==> config.mk <==
export PLATFORM = sky130hd
export DESIGN_NAME = fpga_pll_lock_seq_flat
export DESIGN_NICKNAME = d
export VERILOG_FILES = /design/src/rtl/fpga_pll_lock_seq_if.sv /design/src/rtl/fpga_pll_lock_seq.sv /design/src/flat_wrapper.sv
export SDC_FILE = /design/constraint.sdc
export NUM_CORES = 1
export LEC_CHECK = 0
export ABC_AREA = 0
export BUFFER_PORTS_ARGS = -buffer_cell sky130_fd_sc_hd__buf_2
export CORE_MARGIN = 2
export CORE_UTILIZATION = 50
export CTS_CLUSTER_DIAMETER = 50
export DETAILED_ROUTE_END_ITERATION = 16
export GPL_TIMING_DRIVEN = 1
export PLACE_DENSITY = 0.68
export SYNTH_ARGS = -nofsm -noshare
export SYNTH_HDL_FRONTEND = slang
export SYNTH_SLANG_ARGS = --single-unit
==> constraint.sdc <==
create_clock -name clk_ext -period 3.2 [get_ports clk_ext]
set_input_delay 0.48 -clock clk_ext [delete_from_list [all_inputs] [get_ports clk_ext]]
set_output_delay 0.48 -clock clk_ext [all_outputs]
set_load 0.05 [all_outputs]
==> src/rtl/fpga_pll_lock_seq_if.sv <==
// Signal bundle between the PLL lock supervisor and its environment:
// the clocking primitive's lock/reset pair plus the per-domain resets and status.
interface fpga_pll_lock_seq_if #(
    parameter int N_DOM = 2
);
    logic             pll_lock;
    logic             soft_rst;
    logic             pll_rst;
    logic [N_DOM-1:0] dom_rst;
    logic             ready;
    logic             fault;
    logic [3:0]       retry_cnt;
    logic [7:0]       loss_cnt;
    logic [2:0]       state_dbg;

    // No handshake: every signal is a level, valid on every cycle of clk_ext.
    modport master (
        input  pll_lock, soft_rst,
        output pll_rst, dom_rst, ready, fault, retry_cnt, loss_cnt, state_dbg
    );

    modport slave (
        output pll_lock, soft_rst,
        input  pll_rst, dom_rst, ready, fault, retry_cnt, loss_cnt, state_dbg
    );
endinterface

==> src/rtl/fpga_pll_lock_seq.sv <==
// PLL/MMCM lock supervisor: pulses the PLL reset, qualifies lock, retries on
// timeout and releases N_DOM domain resets in staggered order.
module fpga_pll_lock_seq #(
    parameter int N_DOM        = 2,
    parameter int PLL_RST_CYC  = 16,
    parameter int LOCK_STABLE  = 1024,
    parameter int LOCK_TIMEOUT = 65536,
    parameter int STAGGER      = 8,
    parameter int MAX_RETRY    = 3
) (
    input logic                 clk_ext,
    input logic                 rst,
    fpga_pll_lock_seq_if.master bus
);
    typedef enum logic [2:0] {
        S_PLL_RST   = 3'd0,
        S_WAIT_LOCK = 3'd1,
        S_RELEASE   = 3'd2,
        S_RUN       = 3'd3,
        S_FAULT     = 3'd4
    } state_t;

    localparam int REL_END = (N_DOM - 1) * STAGGER + 1;
    localparam int RST_W   = $clog2(PLL_RST_CYC + 1);
    localparam int STAB_W  = $clog2(LOCK_STABLE + 1);
    localparam int TMO_W   = $clog2(LOCK_TIMEOUT + 1);
    localparam int REL_W   = $clog2(REL_END + 1);

    localparam logic [RST_W-1:0]  RST_LAST    = RST_W'(PLL_RST_CYC - 1);
    localparam logic [STAB_W-1:0] STAB_LAST   = STAB_W'(LOCK_STABLE);
    localparam logic [TMO_W-1:0]  TMO_LAST    = TMO_W'(LOCK_TIMEOUT - 1);
    localparam logic [REL_W-1:0]  REL_LAST    = REL_W'(REL_END);
    localparam logic [3:0]        RETRY_LIMIT = 4'(MAX_RETRY);

    state_t state_q, state_d;

    logic              lock_m, lock_s;
    logic [RST_W-1:0]  rst_cnt, rst_cnt_d;
    logic [STAB_W-1:0] stab_cnt, stab_cnt_d;
    logic [TMO_W-1:0]  tmo_cnt, tmo_cnt_d;
    logic [REL_W-1:0]  rel_cnt, rel_cnt_d;

    logic             pll_rst_q;
    logic [N_DOM-1:0] dom_rst_q, dom_rst_d;
    logic             ready_q;
    logic             fault_q, fault_d;
    logic [3:0]       retry_q, retry_d;
    logic [7:0]       loss_q, loss_d;
    logic             lost;
    logic             stay;

    // pll_lock is asynchronous to clk_ext; only lock_s is used downstream.
    always_ff @(posedge clk_ext or posedge rst) begin
        if (rst) begin
            lock_m <= 1'b0;
            lock_s <= 1'b0;
        end else begin
            lock_m <= bus.pll_lock;
            lock_s <= lock_m;
        end
    end

    always_ff @(posedge clk_ext or posedge rst) begin
        if (rst) begin
            state_q   <= S_PLL_RST;
            rst_cnt   <= '0;
            stab_cnt  <= '0;
            tmo_cnt   <= '0;
            rel_cnt   <= '0;
            pll_rst_q <= 1'b1;
            dom_rst_q <= '1;
            ready_q   <= 1'b0;
            fault_q   <= 1'b0;
            retry_q   <= '0;
            loss_q    <= '0;
        end else begin
            state_q   <= state_d;
            rst_cnt   <= rst_cnt_d;
            stab_cnt  <= stab_cnt_d;
            tmo_cnt   <= tmo_cnt_d;
            rel_cnt   <= rel_cnt_d;
            pll_rst_q <= (state_d == S_PLL_RST) || (state_d == S_FAULT);
            dom_rst_q <= dom_rst_d;
            ready_q   <= (state_d == S_RUN);
            fault_q   <= fault_d;
            retry_q   <= retry_d;
            loss_q    <= loss_d;
        end
    end

    always_comb begin
        state_d = state_q;
        retry_d = retry_q;
        loss_d  = loss_q;
        fault_d = fault_q;
        lost    = 1'b0;

        if (bus.soft_rst) begin
            state_d = S_PLL_RST;
            retry_d = '0;
            fault_d = 1'b0;
        end else begin
            case (state_q)
                S_PLL_RST: begin
                    if (rst_cnt == RST_LAST) state_d = S_WAIT_LOCK;
                end
                S_WAIT_LOCK: begin
                    // Reaching stability wins over a timeout on the same cycle.
                    if (stab_cnt == STAB_LAST) begin
                        state_d = S_RELEASE;
                    end else if (tmo_cnt == TMO_LAST) begin
                        if (retry_q < RETRY_LIMIT) begin
                            retry_d = retry_q + 4'd1;
                            state_d = S_PLL_RST;
                        end else begin
                            state_d = S_FAULT;
                            fault_d = 1'b1;
                        end
                    end
                end
                S_RELEASE: begin
                    if (!lock_s) begin
                        lost = 1'b1;
                    end else if (rel_cnt == REL_LAST) begin
                        state_d = S_RUN;
                        retry_d = '0;
                    end
                end
                S_RUN: begin
                    if (!lock_s) lost = 1'b1;
                end
                S_FAULT: ;
                default: state_d = S_PLL_RST;
            endcase
        end

        if (lost) begin
            state_d = S_PLL_RST;
            if (loss_q != 8'hFF) loss_d = loss_q + 8'd1;
        end

        // Counters run only while the state is held; any entry or soft restart clears them.
        stay       = (state_d == state_q) && !bus.soft_rst;
        rst_cnt_d  = (stay && state_q == S_PLL_RST) ? rst_cnt + 1'b1 : '0;
        stab_cnt_d = (stay && state_q == S_WAIT_LOCK && lock_s) ? stab_cnt + 1'b1 : '0;
        tmo_cnt_d  = (stay && state_q == S_WAIT_LOCK) ? tmo_cnt + 1'b1 : '0;
        rel_cnt_d  = (stay && state_q == S_RELEASE) ? rel_cnt + 1'b1 : '0;

        dom_rst_d = '1;
        if (state_d == S_RUN) begin
            dom_rst_d = '0;
        end else if (stay && state_q == S_RELEASE) begin
            for (int i = 0; i < N_DOM; i++) begin
                dom_rst_d[i] = dom_rst_q[i] && (32'(rel_cnt) != 32'(i * STAGGER));
            end
        end
    end

    assign bus.pll_rst   = pll_rst_q;
    assign bus.dom_rst   = dom_rst_q;
    assign bus.ready     = ready_q;
    assign bus.fault     = fault_q;
    assign bus.retry_cnt = retry_q;
    assign bus.loss_cnt  = loss_q;
    assign bus.state_dbg = state_q;
endmodule

==> src/flat_wrapper.sv <==
// flat-port wrapper written by rule: the top's interface ports become plain ports
module fpga_pll_lock_seq_flat 
#(
    parameter int N_DOM        = 2,
    parameter int PLL_RST_CYC  = 16,
    parameter int LOCK_STABLE  = 1024,
    parameter int LOCK_TIMEOUT = 65536,
    parameter int STAGGER      = 8,
    parameter int MAX_RETRY    = 3
)
  (clk_ext, rst, bus_pll_lock, bus_soft_rst, bus_pll_rst, bus_dom_rst, bus_ready, bus_fault, bus_retry_cnt, bus_loss_cnt, bus_state_dbg);
  fpga_pll_lock_seq_if #(.N_DOM(N_DOM)) bus_i ();
  input logic clk_ext;
  input logic rst;
  input wire logic [$bits(bus_i.pll_lock)-1:0] bus_pll_lock;
  input wire logic [$bits(bus_i.soft_rst)-1:0] bus_soft_rst;
  output wire logic [$bits(bus_i.pll_rst)-1:0] bus_pll_rst;
  output wire logic [$bits(bus_i.dom_rst)-1:0] bus_dom_rst;
  output wire logic [$bits(bus_i.ready)-1:0] bus_ready;
  output wire logic [$bits(bus_i.fault)-1:0] bus_fault;
  output wire logic [$bits(bus_i.retry_cnt)-1:0] bus_retry_cnt;
  output wire logic [$bits(bus_i.loss_cnt)-1:0] bus_loss_cnt;
  output wire logic [$bits(bus_i.state_dbg)-1:0] bus_state_dbg;
  assign bus_i.pll_lock = bus_pll_lock;
  assign bus_i.soft_rst = bus_soft_rst;
  assign bus_pll_rst = bus_i.pll_rst;
  assign bus_dom_rst = bus_i.dom_rst;
  assign bus_ready = bus_i.ready;
  assign bus_fault = bus_i.fault;
  assign bus_retry_cnt = bus_i.retry_cnt;
  assign bus_loss_cnt = bus_i.loss_cnt;
  assign bus_state_dbg = bus_i.state_dbg;
  fpga_pll_lock_seq #(.N_DOM(N_DOM), .PLL_RST_CYC(PLL_RST_CYC), .LOCK_STABLE(LOCK_STABLE), .LOCK_TIMEOUT(LOCK_TIMEOUT), .STAGGER(STAGGER), .MAX_RETRY(MAX_RETRY)) u_core (.clk_ext(clk_ext), .rst(rst), .bus(bus_i));
endmodule
==> flow_summary.html <==
<table>
<tr><th>Metric</th><th>Value</th></tr>
<tr><th colspan="2">Synth</th></tr>
<tr><td>Syn Area/Cell</td><td>between 10 and 15 µm²</td></tr>
<tr><td>Mapped Nets</td><td>286</td></tr>
<tr><td>Area fraction of the dominant cell type after synthesis</td><td>0.473</td></tr>
<tr><td>Number of unique standard cell types used by synthesis</td><td>46</td></tr>
<tr><td>Number of enable flip-flop cells after synthesis</td><td>0</td></tr>
<tr><td>Count of mapped cells out of synthesis</td><td>270</td></tr>
<tr><td>Cell taking the most area after synthesis</td><td>sky130_fd_sc_hd__dfrtp_1</td></tr>
<tr><td>Most frequently used cell type in the post-synthesis netlist</td><td>sky130_fd_sc_hd__dfrtp_1</td></tr>
<tr><td>Leading post-synthesis cells by cell area</td><td>sky130_fd_sc_hd__dfrtp_1, sky130_fd_sc_hd__xnor2_1, sky130_fd_sc_hd__ha_1, sky130_fd_sc_hd__nor2_1, sky130_fd_sc_hd__nor3_2</td></tr>
<tr><td>Cell area after synthesis</td><td>0.00296 mm²</td></tr>
<tr><td>FF+latch count, synth</td><td>59</td></tr>
<tr><td>Top cells by instance count after synthesis</td><td>sky130_fd_sc_hd__dfrtp_1, sky130_fd_sc_hd__nor2_1, sky130_fd_sc_hd__xnor2_1</td></tr>
<tr><td>Share of the yosys chip area belonging to registers</td><td>0.499</td></tr>
<tr><td>Yosys Warn Count</td><td>0</td></tr>
<tr><td>Top flip-flop cell by instance count after synthesis</td><td>sky130_fd_sc_hd__dfrtp_1</td></tr>
<tr><td>Share of flip-flops with an asynchronous set or reset</td><td>1.00</td></tr>
<tr><th colspan="2">Clock network</th></tr>
<tr><td>CTS tree</td><td>built</td></tr>
<tr><td>CTS sink count</td><td>between 50 and 60</td></tr>
<tr><td>Buffer cell driving the clock tree root</td><td>sky130_fd_sc_hd__clkbuf_8</td></tr>
<tr><td>Setup Buffers After CTS</td><td>0</td></tr>
<tr><td>Longest Clk Path Bufs</td><td>2</td></tr>
<tr><td># hold bufs at CTS</td><td>0</td></tr>
<tr><td>Clock buffer count from CTS</td><td>9</td></tr>
<tr><td>Insertion delay of the later-clocked pin in the worst-skew pair</td><td>around 340 ps</td></tr>
<tr><td>Number of H-tree levels</td><td>3</td></tr>
<tr><td>Clock-pin slew on the worst setup and hold paths</td><td>~70 ps</td></tr>
<tr><td>PostCTS Resize Cnt</td><td>0</td></tr>
<tr><th colspan="2">STA</th></tr>
<tr><td>Max Slew Vio Count</td><td>0</td></tr>
<tr><td>Slack of the critical path</td><td>around 490 ps</td></tr>
<tr><td>Minimum period implied by the final worst setup slack</td><td>2710 ps</td></tr>
<tr><td>Final Hold Fails</td><td>0</td></tr>
<tr><td>Portion of the clock cycle consumed by the worst path in the final layout</td><td>0.847</td></tr>
<tr><td>Least-Margin Pin Slew</td><td>between 600 and 700 ps</td></tr>
<tr><td>Post-route setup TNS</td><td>0 ps</td></tr>
<tr><td>Highest clock frequency the design can meet</td><td>369 MHz</td></tr>
<tr><td>Setup violations, final</td><td>0</td></tr>
<tr><td>Layout Skew</td><td>9.54 ps</td></tr>
<tr><td>Unrepaired setup endpoints after global routing</td><td>false</td></tr>
<tr><td>Worst slew margin relative to its limit</td><td>0.583</td></tr>
<tr><th colspan="2">Setup path</th></tr>
<tr><td>Sort of element at the start of the critical path</td><td>register</td></tr>
<tr><td>Required arrival time at the worst endpoint</td><td>3410 ps</td></tr>
<tr><td>Depth of the worst register-to-register path</td><td>10</td></tr>
<tr><td>Critical R2R Launch</td><td>u_core.tmo_cnt[0]</td></tr>
<tr><td>Sort of element at the end of the critical path</td><td>register</td></tr>
<tr><td>CP Max Fanout</td><td>11</td></tr>
<tr><td>End of the worst register-to-register path</td><td>u_core.stab_cnt[1]</td></tr>
<tr><td>Worst-case register-to-register setup slack</td><td>around 500 ps</td></tr>
<tr><td>Data arrival time of the worst path</td><td>2920 ps</td></tr>
<tr><td>Setup Crit Path Kind</td><td>register to register</td></tr>
<tr><th colspan="2">Placed design</th></tr>
<tr><td>Number of buffer cells added on primary ports</td><td>23</td></tr>
<tr><td>Placer Congestion</td><td>0.834</td></tr>
<tr><td>Post-Place Cell Area</td><td>between 0.003 and 0.004 mm²</td></tr>
<tr><td>Number of placed cells counting well taps</td><td>367</td></tr>
<tr><td>Pre-CTS worst setup slack</td><td>490 ps</td></tr>
<tr><td>HPWL Detailed</td><td>3570 µm</td></tr>
<tr><th colspan="2">Pwr</th></tr>
<tr><td>Leak Pwr</td><td>about 1.5 nW</td></tr>
<tr><td>Highest ir drop seen on vdd</td><td>0.325 mV</td></tr>
<tr><td>Power density relative to cell area</td><td>~460 mW/mm²</td></tr>
<tr><td>Final Total Pwr</td><td>1.54 mW</td></tr>
<tr><th colspan="2">Global routing</th></tr>
<tr><td>Global-route wire length before repair</td><td>9060 µm</td></tr>
<tr><td>Maximum number of pins on one net before global-route repair</td><td>23</td></tr>
<tr><td>Total congestion overflow</td><td>0</td></tr>
<tr><td>Via count of the first global-routing pass</td><td>1,950</td></tr>
<tr><td>Initial antenna violation count</td><td>0</td></tr>
<tr><td>Aggregate global-route resource usage</td><td>0.184</td></tr>
<tr><th colspan="2">Routing</th></tr>
<tr><td>Antenna Nets Post-Route</td><td>0</td></tr>
<tr><td>Detailed-route wire length</td><td>5210 µm</td></tr>
<tr><td>Overall via count from detail_route</td><td>2,029</td></tr>
<tr><td>Residual DRC</td><td>0</td></tr>
<tr><td>Initial detailed-routing violation count</td><td>77</td></tr>
<tr><td>Routed vias/inst</td><td>5.30</td></tr>
<tr><td>Mean routed wirelength per cell</td><td>approximately 14 µm</td></tr>
<tr><td>Detailed-routing iteration count for the pre-antenna-repair pass</td><td>4</td></tr>
<tr><th colspan="2">Finish</th></tr>
<tr><td>Relative area change from synthesis to final layout</td><td>13.7%</td></tr>
<tr><td>Number of inserted diodes</td><td>0</td></tr>
<tr><td>Fraction of final layout cells with drive strength greater than 1</td><td>0.231</td></tr>
<tr><td>Net total in the final layout</td><td>319</td></tr>
<tr><td>Filler Cells Inserted</td><td>531</td></tr>
<tr><td>Non-filler instance count after layout</td><td>between 300 and 400</td></tr>
<tr><td>Post-route cell area</td><td>0.00337 mm²</td></tr>
<tr><th colspan="2">Floorplanning</th></tr>
<tr><td>Site Rows</td><td>28</td></tr>
<tr><td>Placeable core area</td><td>roughly 0.0058 mm²</td></tr>
<tr><td>Die footprint</td><td>0.00656 mm²</td></tr>
<tr><td>Die width</td><td>81.0 µm</td></tr>
<tr><td>Initial cell density of the core</td><td>0.510</td></tr>
<tr><td>Floorplan die height</td><td>81.0 µm</td></tr>
<tr><td>I/O pin cnt</td><td>24</td></tr>
<tr><th colspan="2">Hold path</th></tr>
<tr><td>Class of the tightest hold or removal check</td><td>input pin to asynchronous set/reset pin</td></tr>
<tr><th colspan="2">Flow run</th></tr>
<tr><td>MaxCap Viol Count</td><td>0</td></tr>
<tr><th colspan="2">Outcome</th></tr>
<tr><td>Status</td><td>completed</td></tr>
</table>
==> critical path: stages (launching register included) <==
cell                       delay (ps)
sky130_fd_sc_hd__dfrtp_1          400
sky130_fd_sc_hd__ha_1             230
sky130_fd_sc_hd__nand2_1          130
sky130_fd_sc_hd__nor4_1           400
sky130_fd_sc_hd__and3_1           260
sky130_fd_sc_hd__ha_1             160
sky130_fd_sc_hd__or2b_1           260
sky130_fd_sc_hd__nor4_4           260
sky130_fd_sc_hd__a2111o_1         180
sky130_fd_sc_hd__buf_4            220
sky130_fd_sc_hd__nor3b_1           70
==> power by group <==
| part | leakage (nW) | switching (mW) | total [mW] | internal [mW] |
|---|---|---|---|---|
| Clock | 0.102 | 0.306 | 0.748 | 0.441 |
| Sequential | 0.805 | 0.00527 | 0.757 | 0.752 |
| Combinational | 0.554 | 0.0281 | 0.0373 | 0.00924 |
==> per-layer routing <==
metal  wire length (µm)  share of wire  up-vias  GRT usage
li1                   -              -     1000          -
met3                223          0.043        8     0.0556
met1               2430           0.47      985      0.231
met4                 74          0.014        0     0.0932
met5                  0              0        -          0
met2               2480           0.48       36      0.288
==> how the worst max path moves through the flow <==
stage | to | cells after the start | startpoint
3_3_place_gp | u_core.stab_cnt[1] | 10 | u_core.tmo_cnt[0]
5_1_grt | u_core.stab_cnt[1] | 10 | u_core.tmo_cnt[0]
4_1_cts | u_core.stab_cnt[1] | 10 | u_core.tmo_cnt[0]
2_1_floorplan | u_core.stab_cnt[2] | 9 | u_core.tmo_cnt[2]
6_report | u_core.stab_cnt[1] | 10 | u_core.tmo_cnt[0]
3_5_place_dp | u_core.stab_cnt[1] | 10 | u_core.tmo_cnt[0]
==> cells by family (layout without fill, tap and decap cells) <==
| group | after synthesis | count (layout) | synth area share |
|---|---|---|---|
| simple gates | 125 | 125 | 0.256 |
| fa+ha+maj | 12 | 12 | 0.0507 |
| mux | 1 | 1 | 0.00380 |
| compound gates | 15 | 15 | 0.0452 |
| buf+inv | 24 | 62 | 0.0443 |
| xor+xnor | 34 | 34 | 0.100 |
| flops | 59 | 59 | 0.499 |
==> through the flow <==
step                      hold slack [ps]   util
final                                 134  0.580
after global routing                  156  0.580
after CTS                             133  0.580
after detailed placement              335  0.541
after global placement                335  0.541
after floorplan                       331      -
==> sequential cells by signal, indices dropped and copies added, names as in the netlist, 2 cells and up <==
signal / count
u_core.bus.retry_cnt: 4
u_core.bus.dom_rst: 2
u_core.rel_cnt: 4
u_core.tmo_cnt: 17
u_core.bus.state_dbg: 3
u_core.bus.loss_cnt: 8
u_core.stab_cnt: 11
u_core.rst_cnt: 5
==> layout by cell type (no fill, tap or decap), drive strengths merged, types with 2 or more instances in the layout <==
cell type and instances:
nor3 18, xor2 8, a2bb2oi 2, a2111o 2, inv 19, nor2 34
bufinv 2, nor3b 4, nand3 12, o21ai 2, nand2 13, nand2b 3
nor4 9, ha 12, dfstp 3, and2 5, a31oi 2, nand4 6
clkinvlp 3, buf 28, and4 2, xnor2 26, nor4b 2, and3 9
or4 2, dfrtp 56, clkbuf 9
==> layout make-up <==
class,count,area (µm²),area share
multi-input combinational,187,1350,0.401
tap,75,93.8,0.0278
clock inverter,7,100,0.0297
inverter,18,67.6,0.0200
clock buffer,9,124,0.0367
sequential,59,1480,0.439
timing repair buffer,28,153,0.0453
Note: power is estimated with default switching activity, not from simulation.
